**config.mk**
```make
export PLATFORM = sky130hd
export DESIGN_NAME = load_sequencer
export DESIGN_NICKNAME = d
export VERILOG_FILES = /design/src/rtl/load_seq_pkg.sv /design/src/rtl/load_sequencer_sync_fifo.sv /design/src/rtl/load_sequencer.sv
export SDC_FILE = /design/constraint.sdc
export NUM_CORES = 1
export LEC_CHECK = 0
export CAP_MARGIN = 10
export CORE_ASPECT_RATIO = 0.5
export CORE_MARGIN = 2
export CORE_UTILIZATION = 55
export CTS_CLUSTER_DIAMETER = 50
export DETAILED_ROUTE_END_ITERATION = 6
export GPL_ROUTABILITY_DRIVEN = 0
export HOLD_SLACK_MARGIN = 0.02
export PLACE_DENSITY_LB_ADDON = 0.2
export REMOVE_ABC_BUFFERS = 1
export SLEW_MARGIN = 5
export SYNTH_ARGS = -nofsm -noshare
export SYNTH_HDL_FRONTEND = slang
export SYNTH_SLANG_ARGS = --single-unit
```
**constraint.sdc**
```tcl
create_clock -name clk -period 2.6 [get_ports clk]
set_input_delay 0.78 -clock clk [delete_from_list [all_inputs] [get_ports clk]]
set_output_delay 0.78 -clock clk [all_outputs]
set_load 0.005 [all_outputs]
```
**src/rtl/load_seq_pkg.sv**
```systemverilog
// Shared types and constants for the load sequencer.
package load_seq_pkg;

   // Sequencer FSM states
   typedef enum logic [1:0] {
      IDLE  = 2'd0,
      ARM   = 2'd1,
      DWELL = 2'd2
   } seq_state_t;

   // Widest count supported; the all-ones compare value is sliced to WIDTH.
   localparam int unsigned MAX_WIDTH = 32;
   localparam logic [MAX_WIDTH-1:0] ALL_ONES = '1;

endpackage

```
**src/rtl/load_sequencer_sync_fifo.sv**
```systemverilog
// Small synchronous FIFO: storage, wrapping pointers, full/empty and occupancy.
// Flush wins over push/pop; push into a full FIFO or pop from an empty one is ignored.
module sync_fifo #(
   parameter int WIDTH = 4,
   parameter int DEPTH = 4
) (
   input  logic                     clk,
   input  logic                     reset,
   input  logic                     flush_i,
   input  logic                     push_i,
   input  logic                     pop_i,
   input  logic [WIDTH-1:0]         wdata_i,
   output logic [WIDTH-1:0]         rdata_o,
   output logic                     full_o,
   output logic                     empty_o,
   output logic [$clog2(DEPTH):0]   level_o
);

   localparam int PW = $clog2(DEPTH);

   logic [WIDTH-1:0] mem_q [DEPTH];
   logic [WIDTH-1:0] mem_d [DEPTH];
   logic [PW-1:0]    wr_ptr_q, wr_ptr_d;
   logic [PW-1:0]    rd_ptr_q, rd_ptr_d;
   logic [PW:0]      level_q, level_d;
   logic             do_push, do_pop;

   assign full_o  = (level_q == (PW+1)'(DEPTH));
   assign empty_o = (level_q == '0);
   assign level_o = level_q;
   assign rdata_o = mem_q[rd_ptr_q];

   assign do_push = push_i && !full_o && !flush_i;
   assign do_pop  = pop_i && !empty_o && !flush_i;

   // Next pointers, level and storage write
   always_comb begin
      mem_d    = mem_q;
      wr_ptr_d = wr_ptr_q;
      rd_ptr_d = rd_ptr_q;
      level_d  = level_q;
      if (flush_i) begin
         wr_ptr_d = '0;
         rd_ptr_d = '0;
         level_d  = '0;
      end else begin
         if (do_push) begin
            mem_d[wr_ptr_q] = wdata_i;
            wr_ptr_d        = wr_ptr_q + 1'b1;
         end
         if (do_pop) begin
            rd_ptr_d = rd_ptr_q + 1'b1;
         end
         case ({do_push, do_pop})
            2'b10:   level_d = level_q + 1'b1;
            2'b01:   level_d = level_q - 1'b1;
            default: level_d = level_q;
         endcase
      end
   end

   // Pointer/level registers; contents are meaningless once pointers reset
   always_ff @(posedge clk or negedge reset) begin
      if (!reset) begin
         wr_ptr_q <= '0;
         rd_ptr_q <= '0;
         level_q  <= '0;
      end else begin
         wr_ptr_q <= wr_ptr_d;
         rd_ptr_q <= rd_ptr_d;
         level_q  <= level_d;
      end
   end

   // Storage array, no reset needed
   always_ff @(posedge clk) begin
      mem_q <= mem_d;
   end

endmodule

```
**src/rtl/load_sequencer.sv**
```systemverilog
// Feeds queued load values to a loadable counter, holding each one until the
// looped-back count has hit all-ones SWEEPS times before presenting the next.
module load_sequencer
   import load_seq_pkg::*;
#(
   parameter int WIDTH  = 4,
   parameter int DEPTH  = 4,
   parameter int SWEEPS = 2
) (
   input  logic                     clk,
   input  logic                     reset,
   input  logic                     flush_i,
   input  logic                     val_valid_i,
   input  logic [WIDTH-1:0]         val_i,
   output logic                     val_ready_o,
   input  logic [WIDTH-1:0]         count_i,
   output logic                     load_o,
   output logic [WIDTH-1:0]         load_val_o,
   output logic [$clog2(DEPTH):0]   level_o
);

   localparam int SW = $clog2(SWEEPS+1);
   localparam logic [WIDTH-1:0] CNT_MAX   = ALL_ONES[WIDTH-1:0];
   localparam logic [SW-1:0]    SWEEP_MAX = SW'(SWEEPS);

   seq_state_t       state_q, state_d;
   logic [SW-1:0]    sweep_q, sweep_d;
   logic             load_q, load_d;
   logic [WIDTH-1:0] load_val_q, load_val_d;

   logic             fifo_full, fifo_empty, push, pop;
   logic [WIDTH-1:0] fifo_head;

   // Ready is gated by reset so nothing is offered while the block is held clear
   assign val_ready_o = reset && !fifo_full;
   assign push        = val_valid_i && val_ready_o;
   assign load_o      = load_q;
   assign load_val_o  = load_val_q;

   sync_fifo #(
      .WIDTH (WIDTH),
      .DEPTH (DEPTH)
   ) u_fifo (
      .clk     (clk),
      .reset   (reset),
      .flush_i (flush_i),
      .push_i  (push),
      .pop_i   (pop),
      .wdata_i (val_i),
      .rdata_o (fifo_head),
      .full_o  (fifo_full),
      .empty_o (fifo_empty),
      .level_o (level_o)
   );

   // Next state, sweep counting and pop decision
   always_comb begin
      state_d    = state_q;
      sweep_d    = sweep_q;
      load_d     = load_q;
      load_val_d = load_val_q;
      pop        = 1'b0;
      if (flush_i) begin
         state_d = IDLE;
         sweep_d = '0;
         load_d  = 1'b0;
      end else begin
         case (state_q)
            IDLE: begin
               load_d = 1'b0;
               if (!fifo_empty) begin
                  pop        = 1'b1;
                  load_val_d = fifo_head;
                  load_d     = 1'b1;
                  state_d    = ARM;
               end
            end
            ARM: begin
               // Counter is being loaded this cycle; its output is stale
               load_d  = 1'b1;
               sweep_d = '0;
               state_d = DWELL;
            end
            DWELL: begin
               load_d = 1'b1;
               if (sweep_q == SWEEP_MAX) begin
                  // Hold the value indefinitely if nothing is queued behind it
                  if (!fifo_empty) begin
                     pop        = 1'b1;
                     load_val_d = fifo_head;
                     state_d    = ARM;
                  end
               end else if (count_i == CNT_MAX) begin
                  sweep_d = sweep_q + 1'b1;
               end
            end
            default: begin
               state_d = IDLE;
               load_d  = 1'b0;
            end
         endcase
      end
   end

   // FSM and output registers
   always_ff @(posedge clk or negedge reset) begin
      if (!reset) begin
         state_q    <= IDLE;
         sweep_q    <= '0;
         load_q     <= 1'b0;
         load_val_q <= '0;
      end else begin
         state_q    <= state_d;
         sweep_q    <= sweep_d;
         load_q     <= load_d;
         load_val_q <= load_val_d;
      end
   end

endmodule

```
# Yosys cells after proc, flatten, opt, wreduce, memory -nomap -nowiden
# Index checks and enable logic that the tools add are counted.
[totals]
ff_bits = 32
output_inout_bits = 9
[classes]
addsub = 5
order_cmp = 3
eq_ne = 11
muxes = 29
bitwise_logic = 3
reduce_logical = 21
[ops]
columns = ["operator", "n"]
rows = [
  ["2-bit 2-to-1 mux", 10],
  ["4-bit 2-to-1 mux", 5],
  ["16-bit bitwise mux", 1],
  ["3-bit inequality test (second input constant)", 3],
  ["4-bit binary-select mux with 2-bit select", 1],
  ["4-bit demux with 2-bit select", 1],
  ["4-bit case mux with 2 select lines", 1],
  ["1-bit logical AND", 7],
  ["2-bit by 1-bit adder with 2-bit output (second input constant)", 3],
  ["2-bit == test (second input constant)", 3],
  ["3-bit greater-or-equal comparator (second input constant)", 2],
  ["2-bit NOT with 3-bit output", 2],
  ["2-bit case mux with 3 select lines", 1],
  ["3-bit case mux with 2 select lines", 1],
  ["3-bit AND reduction", 2],
  ["2-bit nonzero test", 3],
  ["3-bit nonzero test", 2],
  ["2-bit by 1-bit == test with 1-bit output (second input constant)", 2],
  ["4-bit == test (second input constant)", 1],
  ["1-bit 2-to-1 mux", 4],
  ["1-bit case mux with 2 select lines", 2],
  ["2-bit case mux with 2 select lines", 1],
  ["3-bit by 1-bit adder with 3-bit output (second input constant)", 1],
  ["3-bit == test (second input constant)", 1],
  ["other kinds (10)", 12],
]

# Depth between registers and ports, before layout
[depth]
ltp_word = 10
ltp_mapped = 10

# Cells and area by module
# Synthesis repeated with hierarchy kept, for this count alone.
[hier_totals]
hier_cells = 137
hier_area_um2 = 1710.4
[by_module_without_submodules]
columns = ["mod", "instances", "cells_each", "area_each_um2", "seq_area_each_um2"]
rows = [
  ["sync_fifo", 1, 87, 1158.6, 655.6],
  ["load_sequencer", 1, 50, 551.8, 225.2],
]

# Worst setup path before layout
# No wires, ideal clock.
[synth_timing]
path_kind = "input to register"
start = "in flush_i"
end = "reg u_fifo.level_q[1], in the netlist u_fifo.level_o[1]"
setup_time_ps = 82
t_arrival_ps = 2584
path_slack_ps = -66
cell_stages = 7
n_path_buf = 2
path_cell_list = "clkbuf_1 -> clkbuf_1 -> nor4_1 -> fa_1 -> o311ai_1 -> or3b_1 -> a22oi_2"
[synth_between]
elab_chain_len = 6
[synth_rtl]
columns = ["element", "line_no", "source"]
rows = [
  ["start: declaration", "load_sequencer.sv:12", "input logic flush_i,"],
  ["1-bit 2-to-1 mux", "load_sequencer.sv:63", "if (flush_i) begin"],
  ["1-bit logical AND (2 in a row)", "load_sequencer_sync_fifo.sv:34", "assign do_pop = pop_i && !empty_o && !flush_i;"],
  ["2-bit by 1-bit == test with 1-bit output / 2-bit == test (equally long branches)", "load_sequencer_sync_fifo.sv:54", "case ({do_push, do_pop})"],
  ["3-bit case mux with 2 select lines", "load_sequencer_sync_fifo.sv:54", ""],
  ["3-bit 2-to-1 mux", "load_sequencer_sync_fifo.sv:42", "if (flush_i) begin"],
  ["end signal: assignment", "load_sequencer_sync_fifo.sv:71", "level_q <= level_d;"],
  ["end: declaration", "load_sequencer_sync_fifo.sv:25", "logic [PW:0] level_q, level_d;"],
]
# Several ways; a longest one is shown, not always the timed one.
# A chain may end at the register's enable or synchronous reset.

# Final worst setup path
[layout_timing]
start = "in reset"
end = "out val_ready_o"
[layout_between]
elab_chain_len = 1
[layout_rtl]
columns = ["element", "line_no", "source"]
rows = [
  ["start: declaration", "load_sequencer.sv:11", "input logic reset,"],
  ["1-bit logical AND", "load_sequencer.sv:35", "assign val_ready_o = reset && !fifo_full;"],
  ["end: declaration", "load_sequencer.sv:15", "output logic val_ready_o,"],
]
# No other way between the ends.

==> run_results.csv <==
group,metric,value,unit
sta,tightest_slew,454,ps
cells_and_area,fillers,213,
cells_and_area,final_common_cell,"clkdlybuf4s50_1",
power_and_ir_drop,ir_drop,554,uV
setup_path,slowest_stage,"clkdlybuf4s50_1",
setup_path,worst-setup-path-type,"in2out",
sta,skew,6.56,ps
clocking,postCtsSetupBuffers,0,
synthesis,synth_cell_types,48,
synthesis,synthTopCellsByArea,"edfxtp_1 28%, dfrtp_1 23%, ha_1 7.3%, mux4_2 5.3%, mux2_2 3.3%",
route,num_vias,1198,
die,die-area,3590,sq um
setup_path,critPathBufInv,2,
route,drtIter0Drc,78,
global_routing,grt_pass1_vias,1131,
global_routing,grt_max_degree,19,
setup_path,required,1820,ps
synthesis,synth_flop_cell,"edfxtp_1",
sta,final_hold_viol_count,0,
synthesis,avgSynthCellArea,12.5,sq um
die,start_util,57.4,%
setup_path,cp_cell_sequence,"dlygate4sd2_1 > a21boi_1 > clkdlybuf4s50_1",
route,wirelength,3390,microns
clocking,clock_path_buffers,2,
route,post_drt_via_cell_ratio,5.79,
placement,dp_cells,199,
clocking,insertion_delay,280,ps
clocking,numCtsBuffers,5,
die,die-width,82.8,microns
hold_path,hp-class,"reg2reg",
synthesis,yosysTopAreaCellShare,28.1,%
global_routing,grt_first_pass_wirelength,5580,microns
synthesis,synth_area,1710,sq um
synthesis,yosysTopAreaCell,"edfxtp_1",
cells_and_area,fin_cells,207,
cells_and_area,post-route-util,70.3,%
clocking,cts-root-buf,"clkbuf_8",
synthesis,syn_inst,137,
route,ant_nets,0,
global_routing,grt_use_total,20.9,%
die,dieHeight,43.4,microns
sta,final-setup-viol-count,0,
clocking,hold_buffers,0,
clocking,cts_tree,"done",
sta,worst_hold_slack,505,ps
setup_path,cp_max_fo,4,
sta,slew_viol_final,0,
sta,rsz0062_at_grt,"true",
setup_path,critPathArrivalTime,1770,ps
synthesis,synth-seq-cells,32,
sta,fmax,391,MHz
route,post_drt_wl_per_cell,16.4,microns
synthesis,synth_edf_count,16,
cells_and_area,area_growth,22.6,%
global_routing,antenna_found_initial,0,
placement,io_buffer_count,20,
cells_and_area,n_antenna_cell,0,
cells_and_area,layout-drive-gt1-share,22.2,%
synthesis,ys_seq_area_share,51.6,%
die,coreArea,2980,sq um
setup_path,critPathTopFamily,"buffers and inverters",
sta,timing.final.crit_share,98.3,%
power_and_ir_drop,powerDensity,965,nW/um^2
outcome,outcome,"completed",
sta,fin_crit,2550,ps
die,rows,14,
clocking,cts.sinks,32,
die,io_pins,21,
sta,final.setup.worst_slack,45.4,ps
power_and_ir_drop,power.leakage,0.000823,uW
synthesis,ys_warn_count,0,
setup_path,reg2reg_slack,310,ps
placement,pre_cts_ws,-263,ps
placement,dp_hpwl,2430,microns
global_routing,gr-total-overflow,0,
clocking,clk_pin_slew_worst_paths,60,ps
setup_path,max_stage_delay,510,ps
setup_path,cp-start-kind,"input pin",
setup_path,endpoint_kind,"output pin",
cells_and_area,fin_nets,189,
clocking,htreeDepth,2,
route,drtPass1Iterations,4,
synthesis,async_reset_ff_share,50.0,%
cells_and_area,layout_common_cells,"19 x clkdlybuf4s50_1, 16 x edfxtp_1, 15 x dfrtp_1",
sta,slew_headroom,69.6,%
run,cap_violations,0,
route,drt_drc_violations_left,0,
[worst register-to-register path: stages (launching register included)]
cell,delay [ps]
dfrtp_1,420
inv_1,110
ha_1,290
a21oi_2,70
nor4_1,280
fa_1,500
o311ai_1,270
or3b_1,160
a22oi_2,60
[path summary, 6_finish.rpt]
kind / startpoint / endpoint / cells past startpoint
worst max-delay path: reset / val_ready_o / 3
worst min-delay path: load_val_o[2] / load_val_o[2] / 1
worst max register to register: state_q[1] / u_fifo.level_o[1] / 8
worst min register to register: load_val_o[2] / load_val_o[2] / 1
max in group asynchronous: reset / load_val_o[2] / 2
min in group asynchronous: reset / u_fifo.level_o[0] / 2
[power breakdown]
| group | internal (uW) | total (uW) | switching, uW | leakage [uW] |
|---|---|---|---|---|
| logic | 446 | 833 | 387 | 0.000415 |
| registers | 622 | 726 | 104 | 0.000353 |
| clock network | 284 | 462 | 178 | 0.0000552 |
| total | 1350 | 2020 | 669 | 0.000823 |
[repair_timing]
| action | 4_1_cts | 5_1_grt |
|---|---|---|
| setup endpoints to repair | 1 | 1 |
| gates resized for setup | 1 | 2 |
| pin swaps | 0 | 0 |
| gates cloned | 0 | 0 |
| endpoints found under the hold margin | 0 | 0 |
[metrics by stage]
stage | TNS (ps) | area [sq um] | total power, uW
2_1_floorplan | 0 | 1660 | 1240
3_3_place_gp | -508 | 1990 | 1530
3_5_place_dp | -625 | 1990 | 1560
4_1_cts | 0 | 2090 | 2040
5_1_grt | 0 | 2090 | 2160
6_report | 0 | 2090 | 2020
[Yosys cell counts, drive strengths merged, types with 3 or more instances]
library cell / n
mux2i: 3
mux4: 4
dfrtp: 16
nor3: 5
o21ai: 3
nor2: 10
inv: 6
nand2: 4
ha: 10
nand3: 6
a21oi: 8
edfxtp: 16
mux2: 5
and3: 4
buf: 6
[sequential cells by signal, summed over array words and instances, names as in the netlist]
signal	count
u_fifo.mem_q	16
load_val_o	4
u_fifo.level_o	3
state_q	2
sweep_q	2
u_fifo.rd_ptr_q	2
u_fifo.wr_ptr_q	2
load_o	1
[routing by layer]
metal / global-route usage (%) / routed length [microns] / up-vias
met4: 6.56 / 57 / 0
li1: - / - / 567
met5: 0 / 0 / -
met2: 35.3 / 1680 / 30
met3: 5.90 / 157 / 6
met1: 27.2 / 1490 / 595
[cells by family (layout without fill, tap and decap cells)]
| family | after synthesis | in the layout | share of synthesized area [%] |
|---|---|---|---|
| compound gates | 25 | 25 | 11.0 |
| flops | 32 | 32 | 51.6 |
| xor+xnor | 2 | 2 | 1.03 |
| buf+inv | 14 | 44 | 4.03 |
| mux | 12 | 12 | 10.3 |
| simple gates | 41 | 41 | 13.6 |
| fa+ha+maj | 11 | 11 | 8.50 |
[layout make-up]
type	instances	area [sq um]	share of cell area, %
inverters	6	22.5	1.08
multi-input cells	91	758	36.2
clock inverters	2	35.0	1.67
repair buffers	30	274	13.1
flip-flops and latches	32	882	42.1
clock buffers	6	72.6	3.46
well taps	40	50.0	2.39
Note: power is estimated with default switching activity, not from simulation.
